===== src/rtl/uart_pkg.sv =====
// Shared UART definitions for the transmit and receive paths.
// Holds the frame FSM encoding, oversample ratio and counter sizing helper.
package uart_pkg;

    typedef enum logic [1:0] {
        IDLE,
        START,
        DATA,
        STOP
    } uart_state_t;

    localparam int OVERSAMPLE = 16;

    // Oversample-tick counter is wide enough for a two-stop-bit STOP phase (32 ticks).
    localparam int S_WIDTH = 5;

    function automatic int cnt_width(input int n);
        return (n > 1) ? $clog2(n) : 1;
    endfunction

endpackage


===== src/rtl/baud_gen.sv =====
// Oversample tick generator: mod-(dvsr+1) counter, s_tick while the count equals dvsr.
// Latency: clr zeroes the count on the next edge; no backpressure.
module baud_gen #(
    parameter int DVSR_WIDTH = 11
) (
    input  logic                  clk,
    input  logic                  reset,
    input  logic                  clr,
    input  logic [DVSR_WIDTH-1:0] dvsr,
    output logic                  s_tick
);

    logic [DVSR_WIDTH-1:0] b_q;

    always_ff @(posedge clk or posedge reset) begin
        if (reset) begin
            b_q <= '0;
        end else if (clr || (b_q == dvsr)) begin
            b_q <= '0;
        end else begin
            b_q <= b_q + DVSR_WIDTH'(1);
        end
    end

    assign s_tick = (b_q == dvsr);

endmodule


===== src/rtl/uart_tx_fifo_rd.sv =====
// FIFO-draining UART transmitter: pops one word in IDLE and serialises start/data/stop on tx.
// Start edge one clk after the pop; the FIFO is only popped when idle and non-empty.
module uart_tx_fifo_rd
    import uart_pkg::*;
#(
    parameter int DBIT       = 8,
    parameter int SB_TICK    = 16,
    parameter int DVSR_WIDTH = 11
) (
    input  logic                  clk,
    input  logic                  reset,
    input  logic [DVSR_WIDTH-1:0] dvsr,
    input  logic                  fifo_empty,
    input  logic [DBIT-1:0]       fifo_r_data,
    output logic                  fifo_rd,
    output logic                  tx,
    output logic                  tx_busy,
    output logic                  tx_done_tick
);

    localparam int NW = cnt_width(DBIT);

    localparam logic [S_WIDTH-1:0] S_LAST      = S_WIDTH'(OVERSAMPLE - 1);
    localparam logic [S_WIDTH-1:0] S_STOP_LAST = S_WIDTH'(SB_TICK - 1);
    localparam logic [NW-1:0]      N_LAST      = NW'(DBIT - 1);

    uart_state_t           state_q, state_d;
    logic [S_WIDTH-1:0]    s_q, s_d;
    logic [NW-1:0]         n_q, n_d;
    logic [DBIT-1:0]       shreg_q, shreg_d;
    logic [DVSR_WIDTH-1:0] dvsr_q;
    logic                  tx_q, tx_d;
    logic                  pop;
    logic                  s_tick;
    logic                  done;

    // Pop is a pure decode so the FIFO advances in the same cycle the word is latched.
    assign pop = (state_q == IDLE) && !fifo_empty && !reset;

    baud_gen #(
        .DVSR_WIDTH(DVSR_WIDTH)
    ) u_baud_gen (
        .clk    (clk),
        .reset  (reset),
        .clr    (pop),
        .dvsr   (dvsr_q),
        .s_tick (s_tick)
    );

    always_ff @(posedge clk or posedge reset) begin
        if (reset) begin
            state_q <= IDLE;
            s_q     <= '0;
            n_q     <= '0;
            shreg_q <= '0;
            dvsr_q  <= '0;
            tx_q    <= 1'b1;
        end else begin
            state_q <= state_d;
            s_q     <= s_d;
            n_q     <= n_d;
            shreg_q <= shreg_d;
            tx_q    <= tx_d;
            if (pop) begin
                dvsr_q <= dvsr;
            end
        end
    end

    always_comb begin
        state_d = state_q;
        s_d     = s_q;
        n_d     = n_q;
        shreg_d = shreg_q;
        done    = 1'b0;

        unique case (state_q)
            IDLE: begin
                if (pop) begin
                    shreg_d = fifo_r_data;
                    s_d     = '0;
                    state_d = START;
                end
            end
            START: begin
                if (s_tick) begin
                    if (s_q == S_LAST) begin
                        s_d     = '0;
                        n_d     = '0;
                        state_d = DATA;
                    end else begin
                        s_d = s_q + S_WIDTH'(1);
                    end
                end
            end
            DATA: begin
                if (s_tick) begin
                    if (s_q == S_LAST) begin
                        s_d     = '0;
                        shreg_d = shreg_q >> 1;
                        if (n_q == N_LAST) begin
                            state_d = STOP;
                        end else begin
                            n_d = n_q + NW'(1);
                        end
                    end else begin
                        s_d = s_q + S_WIDTH'(1);
                    end
                end
            end
            STOP: begin
                if (s_tick) begin
                    if (s_q == S_STOP_LAST) begin
                        done    = 1'b1;
                        s_d     = '0;
                        state_d = IDLE;
                    end else begin
                        s_d = s_q + S_WIDTH'(1);
                    end
                end
            end
            default: begin
                state_d = IDLE;
            end
        endcase
    end

    // Line level is decoded from the next state so the registered tx moves with the state register.
    always_comb begin
        tx_d = 1'b1;
        unique case (state_d)
            START:   tx_d = 1'b0;
            DATA:    tx_d = shreg_d[0];
            default: tx_d = 1'b1;
        endcase
    end

    assign fifo_rd      = pop;
    assign tx           = tx_q;
    assign tx_busy      = (state_q != IDLE);
    assign tx_done_tick = done;

endmodule


===== config.mk =====
export PLATFORM = sky130hd
export DESIGN_NAME = uart_tx_fifo_rd
export DESIGN_NICKNAME = d
export VERILOG_FILES = /design/src/rtl/uart_pkg.sv /design/src/rtl/baud_gen.sv /design/src/rtl/uart_tx_fifo_rd.sv
export SDC_FILE = /design/constraint.sdc
export NUM_CORES = 1
export LEC_CHECK = 0
export CAP_MARGIN = 30
export CORE_AREA = 4 4 78 80
export CTS_CLUSTER_SIZE = 28
export DETAILED_ROUTE_END_ITERATION = 7
export DIE_AREA = 0 0 82 84
export PLACE_DENSITY = 0.6
export SETUP_SLACK_MARGIN = 0.4
export SLEW_MARGIN = 15
export SYNTH_ARGS = -nofsm -noshare
export SYNTH_HDL_FRONTEND = slang
export SYNTH_HIERARCHICAL = 1
export SYNTH_SLANG_ARGS = --single-unit

===== constraint.sdc =====
create_clock -name clk -period 4.3 [get_ports clk]
set_input_delay 0.43 -clock clk [delete_from_list [all_inputs] [get_ports clk]]
set_output_delay 0.43 -clock clk [all_outputs]
set_load 0.05 [all_outputs]

==> flow_metrics.py, run 1 <==
metrics = {
    "yosys": {
        "ys.flop_type": "dfrtp_1",
        "synthCells": 188,
        "synthTopCellsByCount": "dfrtp_1, xnor2_1, nand2_1, inv_1, mux2_2",
        "yosys_warnings": 6,
        "synth.cell_area_mm2": 0.002151,
        "syn_avg_cell_area_um2": 11.44,
        "synth_largest_area_cell": "dfrtp_1",
        "synthArstFlopShare_pct": 100.0,
        "netlist.area_leader.share_pct": 46.54,
        "yosysMostFrequentCell": "dfrtp_1",
        "synth_edf_count": 0,
        "ys_ff_latch": 41,
        "syn_nets": 214,
        "synth_area_leaders": "dfrtp_1, xnor2_1, mux2_2",
        "ys_types": 47,
        "seq_area_frac_synth_pct": 47.76,
    },
    "cts": {
        "cts_resized": 0,
        "cts_sinks": 41,
        "post-cts-setup-buffers": 0,
        "cts_tree": "done",
        "numCtsBuffers": 5,
        "cts_hold_buf": 0,
        "htreeDepth": 2,
        "clock_path_buffers": 2,
        "clock_latency_ns": 0.28,
        "cts_root_buffer": "clkbuf_8",
        "clk_pin_slew_ns": 0.08,
    },
    "final_layout": {
        "multi_input_area_mm2": 0.001012,
        "n_fill_cell": 516,
        "diodes": 0,
        "drive_above_1_share_pct": 19.16,
        "post-route-util_pct": 47.50,
        "ff_latch_area_mm2": 0.001027,
        "final_nets": 239,
        "syn2layout_area_growth_pct": 19.37,
    },
    "sta": {
        "tightestPinTransition_ns": 0.5601,
        "hold_violations": 0,
        "finalCritPeriodShare_pct": 69.93,
        "maxSlewHeadroom_pct": 62.35,
        "fmax_mhz": 332.5,
        "period_minus_slack_ns": 3.007,
        "fin_ws_ns": 1.293,
        "final.setup_skew_ns": 0.007402,
        "fin_setup_tns_ns": 0,
        "final_max_slew_viol_count": 0,
        "setup_viol": 0,
        "rsz0062_at_grt": "no",
    },
    "route": {
        "via_per_inst": 5.273,
        "vias": 1508,
        "wl_met2_um": 1853,
        "routedWlPerCell_um": 14.41,
        "first_iter_violations": 139,
        "wl_met1_um": 1998,
        "antenna_left": 0,
        "dr.pass1.iters": 4,
        "routed_wl_um": 4122,
        "drc": 0,
        "wl_met3_um": 226,
        "routed.top_layer": "met4",
    },
    "critical_path": {
        "slowest_delay_ns": 0.80,
        "worst_ep_arrival_time_ns": 2.58,
        "crit_required_ns": 3.87,
        "crit_type": "register to primary output",
        "cp-start-kind": "register",
        "slowest_stage": "clkdlybuf4s50_1",
        "endpoint_kind": "primary output",
        "cp_max_fo": 23,
        "crit_path_cell_trace": "xnor2_1 -> nand4_1 -> nor3_2 -> buf_4 -> nand3_1 -> nor2_1 -> clkdlybuf4s50_1",
        "rr_worst_depth": 8,
    },
    "grt": {
        "grt_pass1_vias": 1541,
        "track_usage_pct": 13.41,
        "grt-ovfl-total": 0,
        "grt_max_degree": 33,
        "antenna_found_initial": 0,
        "grt_pass1_wl_um": 7189,
    },
    "power": {
        "powerDensity_mw_per_mm2": 410.9,
        "power_mw": 1.055,
        "p_leak_nw": 1.059,
        "ir_worst_vdd_mv": 0.1663,
    },
    "die": {
        "start_util_pct": 39.79,
        "ioPinCount": 26,
        "fp.dieW_um": 82,
        "core_area_mm2": 0.005405,
        "die-area_mm2": 0.006888,
        "num_rows": 27,
        "die_h_um": 84,
    },
    "placement": {
        "dp_worst_setup_slack_ns": 1.592,
        "port_buffers": 25,
        "gp_congestion": 0.7746,
        "post-dp-hpwl_um": 2962,
    },
    "flow_run": {
        "cap_violations": 0,
    },
    "worst_hold_path": {
        "min_path_cells": 1,
        "hp-class": "register to register",
    },
    "outcome": {
        "outcome": "finished clean",
    },
}
==> critical path: cells and delay by family, from the launching register on <==
kind / cells / cell delay, ns
buf+inv: 2 / 1.11
simple gates: 4 / 0.52
xor+xnor: 1 / 0.19
flops: 1 / 0.46
==> kinds of logic (layout without fill, tap and decap cells) <==
kind of cell	Yosys count	in the layout	share of synthesized area [%]
AOI/OAI and AO/OA	30	30	10.94
adders and majority gates	4	4	2.327
muxes	13	13	6.690
xor gates and xnor gates	20	20	8.494
DFF	41	41	47.76
and+or+nand+nor	57	57	18.62
buffers and inverters	23	49	5.177
==> metal layers <==
layer	vias up	GRT usage, %
met3	4	3.564
met4	0	4.532
met2	39	19.32
met1	729	19.24
li1	736	-
met5	-	0
==> through the flow <==
step	cell area, um^2	std cells	hold WS (ns)
CTS	2567	286	0.5083
global placement	2451	278	0.4772
finish	2567	286	0.5029
global route	2567	286	0.5260
detailed placement	2451	278	0.4806
floorplan	2151	188	0.2824
==> path summary, 6_finish.rpt <==
check,from,endpoint,slack [ns]
min in group asynchronous,reset,shreg_q[3]$_DFFE_PP0P_,0.57
hold reg to reg,s_q[4]$_DFFE_PP0P_,s_q[4]$_DFFE_PP0P_,0.50
max in group asynchronous,reset,tx$_DFF_PP1_,3.07
setup / recovery,u_baud_gen/b_q[3]$_DFF_PP0_,tx_done_tick,1.29
setup reg to reg,u_baud_gen/b_q[3]$_DFF_PP0_,tx$_DFF_PP1_,1.97
hold / removal,s_q[4]$_DFFE_PP0P_,s_q[4]$_DFFE_PP0P_,0.50
==> registers in the layout (all words and copies together) (netlist names) <==
signal          flops
dvsr_q             11
s_q                 5
tx                  1
u_baud_gen/b_q     11
shreg_q             8
n_q                 3
state_q             2
==> power breakdown <==
part | leakage, nW | switching [mW] | total (mW) | internal [mW]
combinational | 0.490 | 0.0925 | 0.215 | 0.122
clock | 0.0585 | 0.125 | 0.314 | 0.189
sequential | 0.511 | 0.0850 | 0.526 | 0.441
==> final cells by class <==
class	count	share of cell area, %
Clock buffer	7	3.363
Clock inverter	1	1.170
Inverter	13	1.901
Multi-Input combinational cell	124	39.42
Sequential cell	41	40.01
Tap cell	72	3.509
Timing Repair Buffer	28	10.62
==> cells in the final DEF (no fill, tap or decap), types with 10 or more instances in the layout <==
| cell type | count |
|---|---|
| inv_1 | 12 |
| nor3_2 | 10 |
| xnor2_1 | 16 |
| dfrtp_1 | 40 |
| mux2_2 | 11 |
| clkdlybuf4s50_1 | 25 |
| nand2_1 | 13 |
No activity file was read; power rests on OpenSTA's default activity.
==> run 2: changes to the inputs <==
--- a/config.mk
+++ b/config.mk
@@ -10,7 +10,7 @@
 export CTS_CLUSTER_SIZE = 28
 export DETAILED_ROUTE_END_ITERATION = 7
 export DIE_AREA = 0 0 82 84
-export PLACE_DENSITY = 0.6
+export PLACE_DENSITY = 0.63
 export SETUP_SLACK_MARGIN = 0.4
 export SLEW_MARGIN = 15
 export SYNTH_ARGS = -nofsm -noshare
==> constraint.sdc (replaced) <==
create_clock -name clk -period 2.7 [get_ports clk]
set_input_delay 0.27 -clock clk [delete_from_list [all_inputs] [get_ports clk]]
set_output_delay 0.27 -clock clk [all_outputs]
set_load 0.05 [all_outputs]
==> flow_metrics.py, run 2 (synthesized netlist as in run 1, its figures left out) <==
metrics = {
    "cts": {
        "clock_latency_ns": 0.29,
        "cts_root_buffer": "clkbuf_8",
        "clk_pin_slew_ns": 0.09,
        "clock_path_buffers": 2,
        "htreeDepth": 2,
        "cts_tree": "done",
        "numCtsBuffers": 5,
        "cts_sinks": 41,
    },
    "critical_path": {
        "crit_path_cell_trace": "xnor2_2 -> nand4_1 -> nor3_2 -> buf_6 -> nand3_1 -> nor2_2 -> buf_12",
        "ff2ff_setup_slack_ns": 0.59,
        "cp-start-kind": "register",
        "slowest_stage": "dfrtp_1",
        "cp_top_family": "simple AND/OR/NAND/NOR gates",
        "crit_type": "register to primary output",
        "rr_worst_depth": 8,
        "path_buf_inv": 2,
        "cp.depth": 7,
        "slowest_delay_ns": 0.42,
        "crit_required_ns": 2.43,
        "endpoint_kind": "primary output",
        "reg2reg_from": "dvsr_q[4]$_DFFE_PP0N_",
        "worst_ep_arrival_time_ns": 1.91,
        "r2r_end": "tx$_DFF_PP1_",
        "cp_max_fo": 7,
    },
    "sta": {
        "fin_setup_tns_ns": 0,
        "final.setup_skew_ns": 0.008014,
        "tightestPinTransition_ns": 0.5260,
        "period_minus_slack_ns": 2.180,
        "rsz0062_at_grt": "no",
        "finalCritPeriodShare_pct": 80.75,
        "hold_violations": 0,
        "final_max_slew_viol_count": 0,
        "fin_ws_ns": 0.5197,
        "maxSlewHeadroom_pct": 64.93,
        "fmax_mhz": 458.6,
        "setup_viol": 0,
    },
    "route": {
        "antenna_left": 0,
        "dr.pass1.iters": 5,
        "routedWlPerCell_um": 15.16,
        "routed_wl_um": 4457,
        "first_iter_violations": 62,
        "drc": 0,
        "vias": 1557,
        "via_per_inst": 5.296,
    },
    "die": {
        "core_area_mm2": 0.005405,
        "num_rows": 27,
        "start_util_pct": 39.79,
        "die-area_mm2": 0.006888,
        "fp.dieW_um": 82,
        "die_h_um": 84,
        "ioPinCount": 26,
    },
    "power": {
        "powerDensity_mw_per_mm2": 684.3,
        "ir_worst_vdd_mv": 0.2931,
        "p_leak_nw": 1.155,
        "power_mw": 1.873,
    },
    "final_layout": {
        "ff_latch_area_mm2": 0.001033,
        "reg_top3": "dvsr_q x11, u_baud_gen/b_q x11, shreg_q x8",
        "drive_above_1_share_pct": 28.38,
        "diodes": 0,
        "syn2layout_area_growth_pct": 27.28,
        "final_area_mm2": 0.002738,
        "final_nets": 247,
        "final_cell_mix": "dfrtp_1, clkdlybuf4s50_1, nand2_1",
        "multi_input_area_mm2": 0.001060,
        "n_fill_cell": 501,
        "final_common_cell": "dfrtp_1",
    },
    "grt": {
        "antenna_found_initial": 0,
        "grt_use_met3_pct": 3.240,
        "grt_pass1_vias": 1604,
        "grt-ovfl-total": 0,
        "grt_max_degree": 31,
        "grt_pass1_wl_um": 7541,
        "track_usage_pct": 13.90,
        "met2_usage_pct": 23.07,
        "top_usage_layer": "met2",
        "use_met1_pct": 18.11,
    },
    "worst_hold_path": {
        "hp-class": "primary input to async pin",
    },
    "placement": {
        "place_area_mm2": 0.002501,
        "post-dp-hpwl_um": 2998,
        "dp_worst_setup_slack_ns": 0.5318,
        "gp_congestion": 0.7840,
        "port_buffers": 25,
    },
    "outcome": {
        "outcome": "finished clean",
    },
    "flow_run": {
        "cap_violations": 0,
    },
}
## run 2: changes by cell type in the layout (fill, tap and decap cells not counted), moves of 3 or more
cell and delta:
buf_12 +3, xnor2_1 -4, xnor2_2 +4, clkdlybuf4s50_1 -3
dfrtp_2 +5, dfrtp_1 -5, buf_4 +6
## run 2: through the flow
step | utilization (%) | hold WS, ns | cells
finish | 50.65 | 0.4623 | 294
global route | 50.65 | 0.5243 | 294
CTS | 48.80 | 0.4680 | 288
detailed placement | 46.27 | 0.4854 | 280
global placement | 46.27 | 0.4785 | 280
floorplan | - | 0.1224 | 188
## run 2: per-layer routing
layer	vias to the layer above	share of wire, %
met1	773	43
met4	0	0.65
met2	34	51
li1	746	-
met3	4	4.8
met5	-	0
## run 2: worst max-delay path by stage
stage	start	to	slack (ns)
finish	dvsr_q[4]$_DFFE_PP0N_	tx_done_tick	0.52
CTS	u_baud_gen/b_q[2]$_DFF_PP0_	tx_done_tick	0.43
global placement	u_baud_gen/b_q[2]$_DFF_PP0_	tx$_DFF_PP1_	0.58
global route	dvsr_q[1]$_DFFE_PP0N_	tx_done_tick	0.41
detailed placement	u_baud_gen/b_q[2]$_DFF_PP0_	tx$_DFF_PP1_	0.53
floorplan	u_baud_gen/b_q[2]$_DFF_PP0_	tx_done_tick	0.57
## run 2: worst register-to-register path, cell delays in order (launching register included)
cell	delay (ns)
dfrtp_1	0.42
xnor2_2	0.17
nand4_1	0.17
nor3_2	0.27
buf_6	0.15
inv_1	0.10
o41ai_1	0.35
a311oi_1	0.13
a41oi_1	0.27
## run 2: cell type report
cell class,instances,share of cell area [%]
multi-input combinational,124,38.71
sequential,41,37.75
timing repair buffer,36,13.44
tap,72,3.291
clock buffer,5,2.514
clock inverter,3,2.514
inverter,13,1.782
## run 2: power by group
| part | internal, mW | switching [mW] | leakage [nW] |
|---|---|---|---|
| registers | 0.711 | 0.119 | 0.506 |
| logic | 0.250 | 0.192 | 0.580 |
| clock network | 0.372 | 0.228 | 0.0687 |
## run 2: what timing repair did
item	4_1_cts	5_1_grt
hold buffers	0	0
resized for setup	1	12
pin swaps	0	5
setup endpoints to repair	1	11
buffers inserted	0	6
==> run 3: changes to the inputs <==
--- a/config.mk
+++ b/config.mk
@@ -10,7 +10,7 @@
 export CTS_CLUSTER_SIZE = 28
 export DETAILED_ROUTE_END_ITERATION = 7
 export DIE_AREA = 0 0 82 84
-export PLACE_DENSITY = 0.63
+export PLACE_DENSITY = 0.6
 export SETUP_SLACK_MARGIN = 0.4
 export SLEW_MARGIN = 15
 export SYNTH_ARGS = -nofsm -noshare
==> constraint.sdc (replaced) <==
create_clock -name clk -period 2.25 [get_ports clk]
set_input_delay 0.225 -clock clk [delete_from_list [all_inputs] [get_ports clk]]
set_output_delay 0.225 -clock clk [all_outputs]
set_load 0.05 [all_outputs]
==> flow_metrics.py, run 3 (synthesized netlist as in run 1, its figures left out) <==
metrics = {
    "grt": {
        "grt_pass1_wl_um": 7679,
        "grt_pass1_vias": 1632,
        "antenna_found_initial": 0,
        "grt-ovfl-total": 0,
        "track_usage_pct": 14.30,
        "grt_max_degree": 23,
    },
    "power": {
        "ir_worst_vdd_mv": 0.2545,
        "powerDensity_mw_per_mm2": 692.5,
        "p_leak_nw": 1.238,
    },
    "route": {
        "routedWlPerCell_um": 14.84,
        "antenna_left": 0,
        "drc": 0,
        "dr.pass1.iters": 4,
        "first_iter_violations": 134,
        "via_per_inst": 5.136,
        "routed_wl_um": 4586,
        "vias": 1587,
    },
    "cts": {
        "cts_hold_buf": 0,
        "htreeDepth": 2,
        "cts_tree": "done",
        "cts_root_buffer": "clkbuf_8",
        "clk_pin_slew_ns": 0.08,
        "cts_sinks": 41,
        "clock_path_buffers": 2,
        "numCtsBuffers": 5,
        "clock_latency_ns": 0.29,
    },
    "final_layout": {
        "reg_top3": "dvsr_q x11, u_baud_gen/b_q x11, shreg_q x8",
        "final_common_cell": "dfrtp_1",
        "drive_above_1_share_pct": 36.29,
        "final_area_mm2": 0.002903,
        "diodes": 0,
        "n_fill_cell": 478,
        "multi_input_area_mm2": 0.001132,
        "final_cell_mix": "dfrtp_1, buf_4, clkdlybuf4s50_1",
        "syn2layout_area_growth_pct": 34.96,
        "ff_latch_area_mm2": 0.001032,
        "final_nets": 262,
    },
    "critical_path": {
        "crit_required_ns": 2.42,
        "endpoint_kind": "register",
        "crit_path_cell_trace": "xnor2_2 -> nand4_1 -> nor3_4 -> buf_12 -> and3b_2 -> o22ai_4 -> a222oi_1 -> inv_1",
        "cp-start-kind": "register",
        "crit_type": "register to register",
        "path_buf_inv": 2,
        "cp_top_family": "simple AND/OR/NAND/NOR gates",
        "worst_ep_arrival_time_ns": 2.21,
        "slowest_stage": "dfrtp_1",
        "slowest_delay_ns": 0.41,
        "cp_max_fo": 7,
    },
    "die": {
        "start_util_pct": 39.79,
        "die_h_um": 84,
        "core_area_mm2": 0.005405,
        "num_rows": 27,
        "ioPinCount": 26,
        "die-area_mm2": 0.006888,
        "fp.dieW_um": 82,
    },
    "placement": {
        "post-dp-hpwl_um": 3144,
        "port_buffers": 25,
        "place_area_mm2": 0.002591,
        "gp_congestion": 0.8241,
    },
    "sta": {
        "finalCritPeriodShare_pct": 90.46,
        "final_max_slew_viol_count": 0,
        "period_minus_slack_ns": 2.035,
        "hold_violations": 0,
        "tightestPinTransition_ns": 0.5034,
        "fmax_mhz": 491.3,
        "fin_setup_tns_ns": 0,
        "rsz0062_at_grt": "yes",
        "maxSlewHeadroom_pct": 66.38,
        "setup_viol": 0,
        "hold_slack_ns": 0.3791,
        "final.setup_skew_ns": 0.005638,
    },
    "worst_hold_path": {
        "hp-class": "primary input to async pin",
    },
    "outcome": {
        "outcome": "finished clean",
    },
    "flow_run": {
        "cap_violations": 0,
    },
}
run 3: changes by cell type in the layout (fill, tap and decap cells not counted), sizes merged:
| cell | change |
|---|---|
| clkinvlp | +1 |
| buf | +16 |
| inv | -1 |
| clkinv | +2 |
| dlygate4sd2 | -1 |
| bufinv | -2 |
| dlymetal6s2s | +1 |
| clkdlybuf4s50 | -1 |
run 3: worst paths after layout:
| check | from | to | slack [ns] | cells past startpoint |
|---|---|---|---|---|
| setup reg to reg | dvsr_q[2]$_DFFE_PP0N_ | shreg_q[2]$_DFFE_PP0P_ | 0.21 | 8 |
| min in group clk | s_q[4]$_DFFE_PP0P_ | s_q[4]$_DFFE_PP0P_ | 0.50 | 1 |
| setup / recovery | dvsr_q[2]$_DFFE_PP0N_ | shreg_q[2]$_DFFE_PP0P_ | 0.21 | 8 |
| max in group asynchronous | reset | state_q[0]$_DFF_PP0_ | 1.41 | 3 |
| hold / removal | reset | shreg_q[0]$_DFF_PP0_ | 0.38 | 2 |
| hold reg to reg | s_q[4]$_DFFE_PP0P_ | s_q[4]$_DFFE_PP0P_ | 0.50 | 1 |
run 3: area by class of cell:
| class | instances | share of cell area (%) |
|---|---|---|
| clock inverter | 3 | 0.6034 |
| multi-input combinational | 124 | 39.01 |
| sequential | 41 | 35.56 |
| clock buffer | 5 | 2.371 |
| timing repair buffer | 51 | 17.59 |
| tap | 72 | 3.103 |
| inverter | 13 | 1.767 |
run 3: power by group:
part,switching [mW],leakage [nW],total (mW),internal [mW]
Sequential,0.107,0.508,0.956,0.849
Clock,0.262,0.0439,0.476,0.214
Combinational,0.263,0.686,0.578,0.315
Total,0.632,1.24,2.01,1.38
run 3: layer usage:
metal  track usage (%)  up-vias  routed length, um
li1                  -      778                  -
met1             19.26      772               2165
met2             21.90       31               2184
met3             4.320        6                187
met4             4.230        0                 49
met5                 0        -                  0
run 3: repair_timing:
| action | CTS | global route |
|---|---|---|
| endpoints found under the setup margin | 15 | 31 |
| pin swaps | 9 | 13 |
| buffers inserted | 12 | 6 |
| gates resized for setup | 12 | 13 |
run 3: per-stage QoR:
stage          setup slack, ns  total power [mW]  cells  util, %
5_1_grt                0.09831             2.148    309    53.70
3_5_place_dp            0.1151             1.443    283    47.94
2_1_floorplan           0.3353             1.334    188        -
3_3_place_gp            0.1772             1.432    283    47.94
4_1_cts                 0.2140             1.994    303    51.88
6_report                0.2147             2.010    309    53.70
